--- src/rtl/seg_scan_pkg.sv ---
// seg_scan_pkg: shared types and widths for the 7-segment scan controller
package seg_scan_pkg;
    localparam int CODE_W = 3;
    typedef enum logic {ST_BLANK, ST_SHOW} state_e;
endpackage

--- src/rtl/seg_scan_timer.sv ---
// seg_scan_timer: per-slot cycle counter with blank-end, pre-end and slot-end strobes
module seg_scan_timer #(
    parameter int SLOT_CYCLES  = 50000,
    parameter int BLANK_CYCLES = 500
) (
    input  logic clk,
    input  logic rst_n,
    output logic blank_end,
    output logic slot_pre,
    output logic slot_end
);
    localparam int CNT_W = $clog2(SLOT_CYCLES);
    logic [CNT_W-1:0] cnt_q, cnt_d;
    always_comb begin
        blank_end = cnt_q == CNT_W'(BLANK_CYCLES - 1);
        slot_pre  = cnt_q == CNT_W'(SLOT_CYCLES - 2);
        slot_end  = cnt_q == CNT_W'(SLOT_CYCLES - 1);
        cnt_d     = slot_end ? '0 : cnt_q + CNT_W'(1);
    end
    always_ff @(posedge clk or negedge rst_n) begin
        if (!rst_n) cnt_q <= '0;
        else        cnt_q <= cnt_d;
    end
endmodule

--- src/rtl/seg_scan_ctrl.sv ---
// seg_scan_ctrl: multiplexed 7-seg digit scanner with blanking gaps and tear-free frame updates.
// Define SEG_SCAN_LZ_BLANK_EN to keep leading-zero digits dark.
module seg_scan_ctrl
    import seg_scan_pkg::*;
#(
    parameter int NUM_DIGITS   = 4,
    parameter int SLOT_CYCLES  = 50000,
    parameter int BLANK_CYCLES = 500
) (
    input  logic                         clk,
    input  logic                         rst_n,
    input  logic                         upd_valid,
    output logic                         upd_ready,
    input  logic [CODE_W*NUM_DIGITS-1:0] upd_codes,
    output logic [CODE_W-1:0]            code,
    output logic [NUM_DIGITS-1:0]        dig_en,
    output logic                         frame_done
);
    localparam int IDX_W = $clog2(NUM_DIGITS);
    state_e                           state_q, state_d;
    logic [IDX_W-1:0]                 idx_q, idx_d;
    logic [NUM_DIGITS-1:0][CODE_W-1:0] shadow_q, shadow_d, pend_q, pend_d;
    logic                             pend_full_q, pend_full_d;
    logic [CODE_W-1:0]                code_q, code_d;
    logic [NUM_DIGITS-1:0]            dig_en_q, dig_en_d;
    logic                             frame_done_q, frame_done_d;
    logic                             blank_end, slot_pre, slot_end, lz_blank, last_idx;

    seg_scan_timer #(
        .SLOT_CYCLES (SLOT_CYCLES),
        .BLANK_CYCLES(BLANK_CYCLES)
    ) u_timer (
        .clk      (clk),
        .rst_n    (rst_n),
        .blank_end(blank_end),
        .slot_pre (slot_pre),
        .slot_end (slot_end)
    );

    assign last_idx = idx_q == IDX_W'(NUM_DIGITS - 1);

`ifdef SEG_SCAN_LZ_BLANK_EN
    // Dark when this digit and every more significant digit are zero; digit 0 always lit.
    always_comb begin
        lz_blank = idx_q != '0;
        for (int i = 0; i < NUM_DIGITS; i++)
            if (IDX_W'(i) >= idx_q && shadow_q[i] != '0) lz_blank = 1'b0;
    end
`else
    assign lz_blank = 1'b0;
`endif

    // Code and enable load together so the decoder never sees a stale code on a lit digit.
    always_comb begin
        state_d      = state_q;
        idx_d        = idx_q;
        code_d       = code_q;
        dig_en_d     = dig_en_q;
        frame_done_d = slot_pre && last_idx;
        if (state_q == ST_BLANK && blank_end) begin
            state_d  = ST_SHOW;
            code_d   = shadow_q[idx_q];
            dig_en_d = lz_blank ? '0 : NUM_DIGITS'(1) << idx_q;
        end
        if (state_q == ST_SHOW && slot_end) begin
            state_d  = ST_BLANK;
            dig_en_d = '0;
            idx_d    = last_idx ? '0 : idx_q + IDX_W'(1);
        end
    end

    // Accept and commit are exclusive: accept needs the buffer empty, commit needs it full.
    always_comb begin
        pend_d      = pend_q;
        pend_full_d = pend_full_q;
        shadow_d    = shadow_q;
        if (upd_valid && !pend_full_q) begin
            pend_d      = upd_codes;
            pend_full_d = 1'b1;
        end else if (frame_done_q && pend_full_q) begin
            shadow_d    = pend_q;
            pend_full_d = 1'b0;
        end
    end

    always_ff @(posedge clk or negedge rst_n) begin
        if (!rst_n) begin
            state_q      <= ST_BLANK;
            idx_q        <= '0;
            shadow_q     <= '0;
            pend_q       <= '0;
            pend_full_q  <= 1'b0;
            code_q       <= '0;
            dig_en_q     <= '0;
            frame_done_q <= 1'b0;
        end else begin
            state_q      <= state_d;
            idx_q        <= idx_d;
            shadow_q     <= shadow_d;
            pend_q       <= pend_d;
            pend_full_q  <= pend_full_d;
            code_q       <= code_d;
            dig_en_q     <= dig_en_d;
            frame_done_q <= frame_done_d;
        end
    end

    assign upd_ready  = !pend_full_q;
    assign code       = code_q;
    assign dig_en     = dig_en_q;
    assign frame_done = frame_done_q;
endmodule

--- config.mk ---
export PLATFORM = sky130hd
export DESIGN_NAME = seg_scan_ctrl
export DESIGN_NICKNAME = d
export VERILOG_FILES = /design/src/rtl/seg_scan_pkg.sv /design/src/rtl/seg_scan_timer.sv /design/src/rtl/seg_scan_ctrl.sv
export SDC_FILE = /design/constraint.sdc
export NUM_CORES = 1
export LEC_CHECK = 0
export BUFFER_PORTS_ARGS = -buffer_cell sky130_fd_sc_hd__buf_2
export CAP_MARGIN = 20
export CORE_UTILIZATION = 51
export DETAILED_ROUTE_END_ITERATION = 10
export PLACE_DENSITY = 0.7
export SLEW_MARGIN = 25
export SYNTH_ARGS = -nofsm -noshare
export SYNTH_HDL_FRONTEND = slang
export SYNTH_HIERARCHICAL = 1
export SYNTH_SLANG_ARGS = --single-unit
--- constraint.sdc ---
create_clock -name clk -period 2.5 [get_ports clk]
set_input_delay 0.5 -clock clk [delete_from_list [all_inputs] [get_ports clk]]
set_output_delay 0.5 -clock clk [all_outputs]
set_load 0.05 [all_outputs]
# Word level (Yosys, flattened, before mapping)
# Cells that the tools add are included.
# word_totals
mem_bits_ro	0
latchBits	0
out_inout_bits	9
mem_count	0
regBits	52
mem_bits_rw	0
wordCells	44
inputBits	15
# classes
muxes	10
reduce_logical	9
addsub	2
bitwise	2
n_eq_ne	4
magnitude_cmp	1
div_mod_pow	0
shifts	1
multipliers	0
# op_table
operator	count
16-bit == test (second input constant)	2
16-bit by 1-bit adder with 16-bit output (second input constant)	1
16-bit by 9-bit == test with 1-bit output (second input constant)	1
16-bit 2-to-1 mux	1
4-bit 2-to-1 mux	2
3-bit binary-select mux with 2-bit select	1
1-bit logical AND	5
1-bit 2-to-1 mux	4
2-bit nonzero test	2
1-bit by 2-bit << shifter with 4-bit output (first input constant)	1
2-bit by 3-bit < comparator with 1-bit output (second input constant)	1
3-bit 2-to-1 mux	1
2-bit by 1-bit adder with 2-bit output (second input constant)	1
2-bit == test (second input constant)	1
2-bit 2-to-1 mux	1
1-bit NOT	2
2-bit AND reduction	1
1-bit zero test	1

# Depth between registers and ports, before layout
# Gate-level depths: netlist of the first run.
# depth
depth_word	4
mapped_depth	7
ltp_nobuf	6

# Modules after synthesis
# The synthesis of the first run kept the hierarchy.
# modules_own_cells
module	area_each_um2	instances	cells_each	seq_area_each_um2
seg_scan_ctrl	1507.7	1	96	900.9
seg_scan_timer	868.3	1	83	400.4

# Worst setup path after synthesis of the first run
# No wires, ideal clock.
# synth_timing
path_kind	register to register
start	register u_timer.cnt_q[13]
end	register code_q[0] (netlist: code[0])
synth_period_minus_slack_ns	2.005
arrival_time_ns	1.880
stages_incl_launch_ff	7
setup_time_ns	0.125
n_path_buf	1
setup_slack_ns	0.495
required_time_ns	2.375
cell_sequence	dfrtp_1 > nor4_2 > nand3_1 > nor4b_2 > buf_2 > nor2b_1 > mux2_2
# synth_via
elab_chain_cells	2
# synth_lines
item	line_no	text
from (decl)	seg_scan_timer.sv:13	logic [CNT_W-1:0] cnt_q, cnt_d;
from (signal assigned)	seg_scan_timer.sv:22	else cnt_q <= cnt_d;
16-bit by 9-bit == test with 1-bit output	seg_scan_timer.sv:15	blank_end = cnt_q == CNT_W'(BLANK_CYCLES - 1);
named net blank_end	seg_scan_ctrl.sv:27	logic blank_end, slot_pre, slot_end, lz_blank, last_idx;
1-bit logical AND	seg_scan_ctrl.sv:60	if (state_q == ST_BLANK && blank_end) begin
to (signal assigned)	seg_scan_ctrl.sv:102	code_q <= code_d;
to (decl)	seg_scan_ctrl.sv:24	logic [CODE_W-1:0] code_q, code_d;
# The timed path passes the listed nets, and every way through them passes these cells.
# A chain may end at the register's enable or synchronous reset.

# Worst setup path in the final report of the first run
# Ends and elaborated chain as after synthesis.

==> results of run 1 <==
through the flow:
| step | hold WS [ps] | total power [uW] |
|---|---|---|
| after global placement | 483 | 944 |
| after detailed placement | 493 | 951 |
| after CTS | 194 | 1420 |
| after floorplan | 204 | 912 |
| final | 180 | 1400 |
| after global routing | 218 | 1470 |
sequential cells by signal (all words and copies together) (netlist names):
register,flops
pend_q,12
code,3
pend_full_q,1
shadow_q,12
idx_q,2
u_timer/cnt_q,16
state_q,1
frame_done,1
dig_en,4
where the power goes:
| group | leakage [uW] | switching [uW] | internal [uW] |
|---|---|---|---|
| registers | 0.000684 | 13.6 | 865 |
| clock network | 0.0000414 | 268 | 199 |
| logic | 0.000552 | 24.9 | 27.9 |
cell usage in the layout, fill, tap and decap left out, drive strengths merged, types with 3 or more instances in the layout:
cell type | Yosys | layout
a31oi | 3 | 3
buf | 6 | 27
clkbuf | 0 | 6
dfrtp | 52 | 52
ha | 6 | 6
inv | 5 | 5
mux2 | 29 | 29
mux2i | 4 | 4
mux4 | 3 | 3
nand2 | 12 | 12
nand3 | 6 | 6
nand4 | 5 | 5
nor2 | 12 | 12
nor2b | 3 | 3
nor3 | 3 | 3
nor4 | 4 | 4
o2bb2ai | 4 | 4
xnor2 | 5 | 5
xor2 | 6 | 6
routing by layer:
metal  share of wire, %  global-route usage [%]  vias to the layer above
met4                1.1                    6.22                        0
met5                  0                       0                        -
met1                 47                    25.3                      736
met3                4.4                    4.33                        8
li1                   -                       -                      691
met2                 47                    28.1                       34
worst max path at each step:
stage | from | to | slack, ps | cells past startpoint
3_5_place_dp | u_timer/cnt_q[13] | code[0] | 390 | 5
6_report | u_timer/cnt_q[13] | code[0] | 340 | 5
4_1_cts | u_timer/cnt_q[13] | code[0] | 350 | 5
5_1_grt | u_timer/cnt_q[13] | code[0] | 160 | 5
3_3_place_gp | u_timer/cnt_q[13] | code[2] | 500 | 5
2_1_floorplan | u_timer/cnt_q[13] | code[0] | 490 | 6
cell type report:
cell class	instances	share of cell area [%]
tap	52	2.47
clock inverter	2	0.618
sequential	52	49.4
multi-input combinational	116	38.5
inverter	5	0.713
clock buffer	6	2.76
timing repair buffer	27	5.51
cells by family (layout without fill, tap and decap cells):
group,Yosys count,in the layout
AO/OA/AOI/OAI,10,10
flip-flops,52,52
AND/OR/NAND/NOR,53,53
buffers and inverters,11,40
multiplexers,36,36
adder cells (fa/ha/maj),6,6
XOR/XNOR,11,11
critical path, delay by kind of cell, from the launching register on:
kind	cells	cell delay (ps)
flops	1	440
simple gates	4	1230
mux	1	380
==> run_results.csv, run 1 <==
group,metric,value,unit
synthesis,yosysMostFrequentCell,"dfrtp_1",
grt,grt_pass1_vias,1466,
layout,final-seq-area,0.00130,sq mm
synthesis,synthMuxAreaShare,18.3,%
clocking,clock-sinks,52,
detailed_routing,drtPass1Iterations,4,
worst_setup_path,worst-path-max-fanout,4,
placement,dp_slack,390,ps
layout,fin_cells,260,
worst_setup_path,r2r-start,"u_timer/cnt_q[13]",
synthesis,synth_fa_ha_area_share,3.16,%
synthesis,avgSynthCellArea,13.3,sq um
worst_setup_path,r2r_end,"code[0]",
floorplan,die_area,0.00494,sq mm
timing,worst_slew_pin_slew,560,ps
layout,multi_input_area,0.00101,sq mm
synthesis,syn_inst,179,
timing,final_max_slew_viol_count,0,
floorplan,die_width,70.3,um
clocking,cts_buffer_depth,2,
synthesis,ys_ff_latch,52,
synthesis,synth_top_family_by_area,"multiplexers",
run,cap_viol_max_count,0,
layout,syn2layout_area_growth,10.8,%
layout,drive_gt1_share,37.5,%
timing,hold_violations,0,
layout,fill_cells,355,
worst_setup_path,crit_path_end_kind,"flip-flop",
timing,period_needed,2160,ps
timing,fmax,463,MHz
detailed_routing,detail-route-antenna-nets,0,
clocking,numCtsBuffers,5,
placement,dp_hpwl,3040,um
worst_setup_path,crit_arrival,2350,ps
detailed_routing,viasPerCell,5.65,
synthesis,synth_compound_area_share,3.00,%
worst_setup_path,crit_type,"flip-flop to flip-flop",
timing,rsz0062_at_grt,"no",
grt,grt_pass1_wl,7050,um
synthesis,synth-simple-area-share,14.2,%
worst_setup_path,cp.required,2690,ps
layout,antenna_cells,0,
synthesis,synth_area_leaders,"dfrtp_1 55%, mux2_2 14%, ha_1 3.2%",
worst_setup_path,crit_path_start_kind,"flip-flop",
grt,antenna_found_initial,0,
placement,io_buffers,23,
timing,slew_headroom,62.6,%
synthesis,synth_area_leader_cell,"dfrtp_1",
placement,placed_cells,252,
synthesis,synth.cell_area,0.00238,sq mm
synthesis,synth_top_area_share,54.8,%
worst_setup_path,critPathSlowestCell,"dfrtp_1",
clocking,cts_tree,"yes",
synthesis,synth_commonest_cells,"52 x dfrtp_1, 29 x mux2_2, 12 x nand2_1",
detailed_routing,drt-wirelength-per-cell,15.9,um
layout,final_area,0.00263,sq mm
clocking,post-cts-setup-buffers,0,
floorplan,core_area,0.00441,sq mm
clocking,clk_pin_slew_worst_paths,90,ps
grt,grt.overflow.total,0,
synthesis,synthXorXnorAreaFrac,4.05,%
floorplan,initial_utilization,53.8,%
worst_setup_path,r2r_cells,5,
worst_hold_path,hold_class,"input port to asynchronous set/reset pin",
floorplan,ioPinCount,24,
synthesis,seq_area_frac_synth,54.8,%
synthesis,synth-edff-count,0,
timing,fin_ws,339,ps
clocking,worstSkewPairLatency,300,ps
synthesis,syn_nets,200,
synthesis,async_flop_share,100,%
placement,gp_congestion,0.855,
timing,tns,0,ps
detailed_routing,drc_errors,0,
synthesis,synthFlopType,"dfrtp_1",
pwr,peakVddDrop,0.412,mV
clocking,htree_levels,2,
pwr,p_per_area,531,mW/mm^2
detailed_routing,postRouteWirelength,4130,um
clocking,ctsResizeCount,0,
clocking,clockRootBuffer,"clkbuf_8",
status,status,"completed",
grt,track_usage,18.2,%
synthesis,synth_cell_type_count,36,
layout,fin_util,59.7,%
floorplan,rows,24,
timing,setup_viol,0,
detailed_routing,vias,1469,
timing,fin_crit_sh,86.4,%
worst_setup_path,reg2reg_slack,340,ps
synthesis,yosys_warnings,6,
grt,grt_start_max_net_pins,27,
pwr,leakagePower,0.00128,uW
clocking,cts_hold_buffers,0,
detailed_routing,first_iter_violations,67,
worst_setup_path,crit_chain,"nor4_2, nand3_1, nor4b_2, nor2b_1, mux2_2",
floorplan,die_y,70.3,um
timing,finClkSkew,5.35,ps
placement,placed_cell_area,0.00254,sq mm
worst_setup_path,cp_slowest_stage_delay,440,ps
layout,nets,228,
No activity file was read; power rests on OpenSTA's default activity.
==> inputs of run 2 (changes only) <==
- ABC_AREA: unset -> 1
==> run 2 against run 1 <==
  * Non-clock buffer count fell by 2
  * Power decreased by 1.8%
  * Die area is 6.8% higher
==> run_results.csv, run 2 <==
group,metric,value,unit
status,status,"completed",
worst_setup_path,reg2reg_slack,940,ps
pwr,peakVddDrop,0.298,mV
layout,final_common_cell,"nand2_1",
synthesis,synth-edff-count,0,
placement,io_buffers,23,
synthesis,yosysMostFrequentCell,"nand2_1",
timing,setup_viol,0,
clocking,post-cts-setup-buffers,0,
synthesis,synth_top_area_share,51.2,%
layout,nets,360,
floorplan,die_width,72.6,um
floorplan,die_area,0.00527,sq mm
worst_setup_path,cp.required,2000,ps
timing,finClkSkew,7.43,ps
pwr,seqPwrFrac,61.1,%
grt,antenna_found_initial,0,
layout,fin_util,59.3,%
pwr,power.share.clock,36.6,%
layout,largest_reg_flops,16,
grt,track_usage,19.3,%
clocking,clock-sinks,52,
detailed_routing,met2_length,2090,um
pwr,combPwrFrac,2.2,%
detailed_routing,detail-route-antenna-nets,0,
timing,fmax,594,MHz
synthesis,ys_ff_latch,52,
run,cap_viol_max_count,0,
synthesis,synth_commonest_cells,"87 x nand2_1, 52 x dfrtp_1, 35 x nor2_1",
detailed_routing,wirelength_met1,2220,um
pwr,sw_frac_of_total,23.2,%
layout,fin_cells,407,
floorplan,initial_utilization,53.4,%
detailed_routing,drc_errors,0,
clocking,ctsResizeCount,0,
worst_setup_path,worst-path-max-fanout,14,
timing,period_needed,1680,ps
synthesis,syn_nets,333,
layout,mostFrequentLayoutCells,"87 x nand2_1, 52 x dfrtp_1, 35 x nor2_1, 34 x nand3_1, 31 x inv_1",
synthesis,synth_area_leader_cell,"dfrtp_1",
clocking,cts_tree,"yes",
worst_setup_path,crit_arrival,1180,ps
grt,grt_start_max_net_pins,25,
layout,syn2layout_area_growth,11.0,%
grt,grt.overflow.total,0,
layout,regMostFlops,"u_timer/cnt_q",
synthesis,synthFlopType,"dfrtp_1",
detailed_routing,viasPerCell,4.79,
worst_setup_path,cp_slowest_stage_delay,410,ps
timing,worst_slew_pin_slew,683,ps
timing,slew_headroom,54.4,%
timing,tns,0,ps
pwr,leakagePower,0.00158,uW
detailed_routing,top_layer,"met4",
synthesis,syn_inst,312,
detailed_routing,drt-wirelength-per-cell,11.1,um
layout,fill_cells,459,
layout,drive_gt1_share,17.4,%
pwr,p_per_area,487,mW/mm^2
placement,gp_congestion,0.846,
clocking,cts_hold_buffers,0,
synthesis,yosys_warnings,6,
layout,final_area,0.00282,sq mm
worst_setup_path,crit_path_end_kind,"output pin",
worst_setup_path,r2r_end,"code[2]",
worst_setup_path,crit_path_start_kind,"flip-flop",
floorplan,ioPinCount,24,
floorplan,core_area,0.00475,sq mm
pwr,p_int,1060,uW
timing,rsz0062_at_grt,"no",
synthesis,seq_area_frac_synth,51.2,%
worst_setup_path,path_buf_inv,2,
grt,grt_pass1_vias,1717,
worst_setup_path,crit_type,"flip-flop to output pin",
worst_hold_path,hold_class,"input port to asynchronous set/reset pin",
grt,grt_pass1_wl,7690,um
timing,fin_crit_sh,67.4,%
timing,hold_violations,0,
detailed_routing,vias,1951,
synthesis,synth_cell_type_count,26,
detailed_routing,postRouteWirelength,4530,um
worst_setup_path,r2r_cells,8,
clocking,numCtsBuffers,5,
clocking,clockRootBuffer,"clkbuf_8",
placement,placed_cell_area,0.00273,sq mm
worst_setup_path,critPathTopFamily,"buffers and inverters",
pwr,power,1370,uW
synthesis,async_flop_share,100,%
placement,dp_hpwl,3380,um
clocking,htree_levels,2,
layout,reg_top3,"u_timer/cnt_q x16, pend_q x12, shadow_q x12",
detailed_routing,met3_length,186,um
synthesis,synth_area_leaders,"dfrtp_1 51%, nand2_1 13%, nand3_1 6.7%",
timing,final_max_slew_viol_count,0,
worst_setup_path,r2r-start,"u_timer/cnt_q[13]",
floorplan,rows,25,
clocking,clk_pin_slew_worst_paths,100,ps
clocking,cts_buffer_depth,2,
pwr,p_sw,319,uW
clocking,worstSkewPairLatency,310,ps
detailed_routing,first_iter_violations,94,
synthesis,synth.cell_area,0.00254,sq mm
placement,placed_cells,399,
detailed_routing,drtPass1Iterations,4,
worst_setup_path,critPathSlowestCell,"dfrtp_1",
worst_setup_path,crit_chain,"inv_2, buf_2",
layout,antenna_cells,0,
synthesis,avgSynthCellArea,8.14,sq um
floorplan,die_y,72.6,um
-- run 2: cell types whose count changed after synthesis, sizes merged, moves of 6 or more --
cell / previous run / this run
nand2: 12 / 92
inv: 5 / 42
nand3: 6 / 36
mux2: 29 / 0
nor2: 12 / 41
a21oi: 1 / 13
o21ai: 1 / 7
-- run 2: metal layers --
metal / global-route usage, % / vias up
li1: - / 1022
met1: 26.5 / 885
met2: 30.5 / 42
met3: 2.90 / 2
met4: 8.50 / 0
met5: 0 / -
-- run 2: cell type report --
| type | count | area, sq um | share of cell area (%) |
|---|---|---|---|
| clock inverters | 3 | 27.5 | 0.976 |
| repair buffers | 25 | 130 | 4.61 |
| inverters | 44 | 181 | 6.43 |
| flip-flops and latches | 52 | 1300 | 46.1 |
| well taps | 67 | 83.8 | 2.97 |
| clock buffers | 5 | 68.8 | 2.44 |
| multi-input cells | 211 | 1030 | 36.5 |
-- run 2: power by group through the flow --
stage	Combinational, uW	Sequential [uW]	Clock [uW]
after CTS	32.3	840	516
after detailed placement	32.3	857	0
after global placement	32.1	857	0
after global routing	35.1	841	547
after floorplan	2.28	857	0
final	30.5	840	504
-- run 2: cells by family (layout without fill, tap and decap cells) --
kind of cell / after synthesis / count (layout) / share of synthesized area (%)
AO/OA/AOI/OAI: 22 / 22 / 4.53
XOR/XNOR: 7 / 7 / 2.41
adder cells (fa/ha/maj): 6 / 6 / 2.95
buffers and inverters: 49 / 77 / 8.32
flip-flops: 52 / 52 / 51.2
AND/OR/NAND/NOR: 176 / 176 / 30.6
-- run 2: stage by stage --
| stage | hold WS (ps) | setup WS [ps] |
|---|---|---|
| 6_report | 123 | 815 |
| 3_3_place_gp | 455 | 968 |
| 4_1_cts | 141 | 804 |
| 2_1_floorplan | 204 | 1090 |
| 5_1_grt | 143 | 737 |
| 3_5_place_dp | 460 | 944 |
-- run 2: worst max-delay path by stage --
stage                 startpoint        end  slack [ps]  depth (start not counted)
6_report             pend_full_q  upd_ready         820                          2
5_1_grt        u_timer/cnt_q[11]    code[0]         740                          8
2_1_floorplan  u_timer/cnt_q[13]  dig_en[3]        1090                          7
3_5_place_dp   u_timer/cnt_q[13]    code[2]         940                          8
3_3_place_gp   u_timer/cnt_q[13]    code[2]         970                          8
4_1_cts              pend_full_q  upd_ready         800                          2
==> inputs of run 3 (changes only) <==
- clock period: 2.5 -> 1.6 ns (I/O delays scaled with it)
==> run 3 against run 2 <==
  * Register-to-register slack got worse by 790 ps
  * Die area unchanged
  * Wire length increased by 1.6%
  * Final area increased by 4.0%
  * Largest power group unchanged
  * Non-clock buffer count increased by 10
==> run_results.csv, run 3 (same netlist as run 2, synthesis figures left out) <==
group,metric,value,unit
worst_setup_path,r2r-start,"u_timer/cnt_q[11]",
detailed_routing,vias,1964,
placement,dp_slack,76.4,ps
layout,fill_cells,428,
detailed_routing,drc_errors,0,
timing,finClkSkew,11.8,ps
placement,gp_congestion,0.837,
floorplan,initial_utilization,53.4,%
worst_setup_path,crit_path_start,"u_timer/cnt_q[11]",
worst_setup_path,crit_path_start_kind,"flip-flop",
floorplan,ioPinCount,24,
detailed_routing,first_iter_violations,84,
worst_setup_path,crit_arrival,1640,ps
clocking,htree_levels,2,
status,status,"completed",
layout,drive_gt1_share,20.0,%
pwr,p_per_area,762,mW/mm^2
clocking,clock-sinks,52,
worst_setup_path,cp.required,1780,ps
timing,slew_headroom,71.1,%
grt,grt.overflow.total,0,
placement,dp_hpwl,3370,um
worst_hold_path,min-delay-start,"upd_codes[8]",
clocking,clockRootBuffer,"clkbuf_8",
detailed_routing,postRouteWirelength,4600,um
timing,setup_viol,0,
floorplan,die_width,72.6,um
timing,fin_ws,149,ps
layout,syn2layout_area_growth,15.5,%
worst_setup_path,critPathTopFamily,"simple AND/OR/NAND/NOR gates",
worst_setup_path,crit_path_end_kind,"flip-flop",
layout,largest_reg_flops,16,
timing,fin_crit_sh,90.7,%
pwr,peakVddDrop,0.587,mV
timing,holdWs,237,ps
worst_setup_path,worst-path-max-fanout,10,
grt,grt_pass1_wl,7860,um
floorplan,core_area,0.00475,sq mm
timing,worst_slew_pin_slew,433,ps
grt,track_usage,19.7,%
detailed_routing,drtPass1Iterations,4,
worst_setup_path,crit_type,"flip-flop to flip-flop",
layout,final_common_cell,"nand2_1",
layout,mostFrequentLayoutCells,"87 x nand2_1, 51 x dfrtp_1, 35 x nor2_1, 34 x nand3_1, 30 x inv_1",
detailed_routing,viasPerCell,4.71,
clocking,cts_buffer_depth,2,
floorplan,die_area,0.00527,sq mm
timing,rsz0062_at_grt,"no",
floorplan,die_y,72.6,um
pwr,leakagePower,0.00165,uW
worst_setup_path,path_buf_inv,0,
worst_setup_path,cp_slowest_stage_delay,430,ps
worst_setup_path,crit_chain,"nor2_1, and2_1, nand2_1, nor3_4, nand2_4, nand3_1, o21ai_1",
worst_hold_path,hold_class,"input port to flip-flop",
placement,io_buffers,23,
layout,antenna_cells,0,
layout,reg_top3,"u_timer/cnt_q x16, pend_q x12, shadow_q x12",
timing,tns,0,ps
clocking,cts_tree,"yes",
run,cap_viol_max_count,0,
floorplan,rows,25,
layout,regMostFlops,"u_timer/cnt_q",
timing,final_max_slew_viol_count,0,
grt,grt_start_max_net_pins,53,
grt,grt_pass1_vias,1810,
detailed_routing,detail-route-antenna-nets,0,
worst_setup_path,critPathSlowestCell,"dfrtp_1",
clocking,clk_pin_slew_worst_paths,90,ps
clocking,numCtsBuffers,5,
clocking,worstSkewPairLatency,310,ps
detailed_routing,drt-wirelength-per-cell,11.0,um
timing,fmax,689,MHz
layout,nets,370,
grt,antenna_found_initial,0,
timing,period_needed,1450,ps
timing,hold_violations,0,
-- run 3: cell types whose count changed in the layout (fill, tap and decap cells not counted), sizes merged --
cell / before / now
buf: 25 / 34
bufinv: 1 / 2
clkbuf: 5 / 6
clkinvlp: 1 / 0
dlygate4sd3: 0 / 1
inv: 43 / 42
-- run 3: repair_timing --
action                     in CTS  in global routing
hold endpoints to repair       26                  0
hold buffers                    1                  0
buffers inserted                0                  0
gates resized for setup         0                  4
setup endpoints to repair       0                 10
-- run 3: worst register-to-register path: cells and delay by family (launching register included) --
kind	cells	cell delay (ps)
compound gates	1	70
flops	1	430
simple gates	6	830
-- run 3: metrics by stage --
step                      std cells  utilization, %  total power (uW)  instance area [sq um]
final                           417            61.7              2240                   2940
after global routing            417            61.7              2330                   2940
after CTS                       417            61.5              2270                   2920
after detailed placement        408            59.0              1390                   2810
after global placement          408            59.0              1390                   2810
after floorplan                 312               -              1340                   2540
-- run 3: power by group --
part | switching [uW] | internal (uW)
registers | 0 | 1310
logic | 32.3 | 18.7
clock network | 410 | 464
total | 442 | 1800
-- run 3: metal layers --
metal / vias to the layer above / wire length [um] / track usage, %
met5: - / 0 / 0
met3: 8 / 177 / 4.28
met1: 879 / 2250 / 25.8
met2: 39 / 2080 / 32.1
met4: 0 / 90 / 7.41
li1: 1038 / - / -
-- run 3: layout make-up --
type	instances	area [sq um]	area share, %
clock buffers	6	72.6	2.47
clock inverters	2	35.0	1.19
multi-input cells	211	1040	35.4
flip-flops and latches	52	1300	44.4
inverters	44	181	6.18
well taps	67	83.8	2.86
repair buffers	35	220	7.50
-- run 3: path summary, 6_finish.rpt --
check,end,slack (ps),cells after the start
hold / removal,pend_q[8],240,3
hold reg to reg,pend_full_q,480,1
setup reg to reg,dig_en[3],150,7
min in group asynchronous,u_timer/cnt_q[5],510,3
setup / recovery,dig_en[3],150,7
max in group asynchronous,u_timer/cnt_q[14],820,3
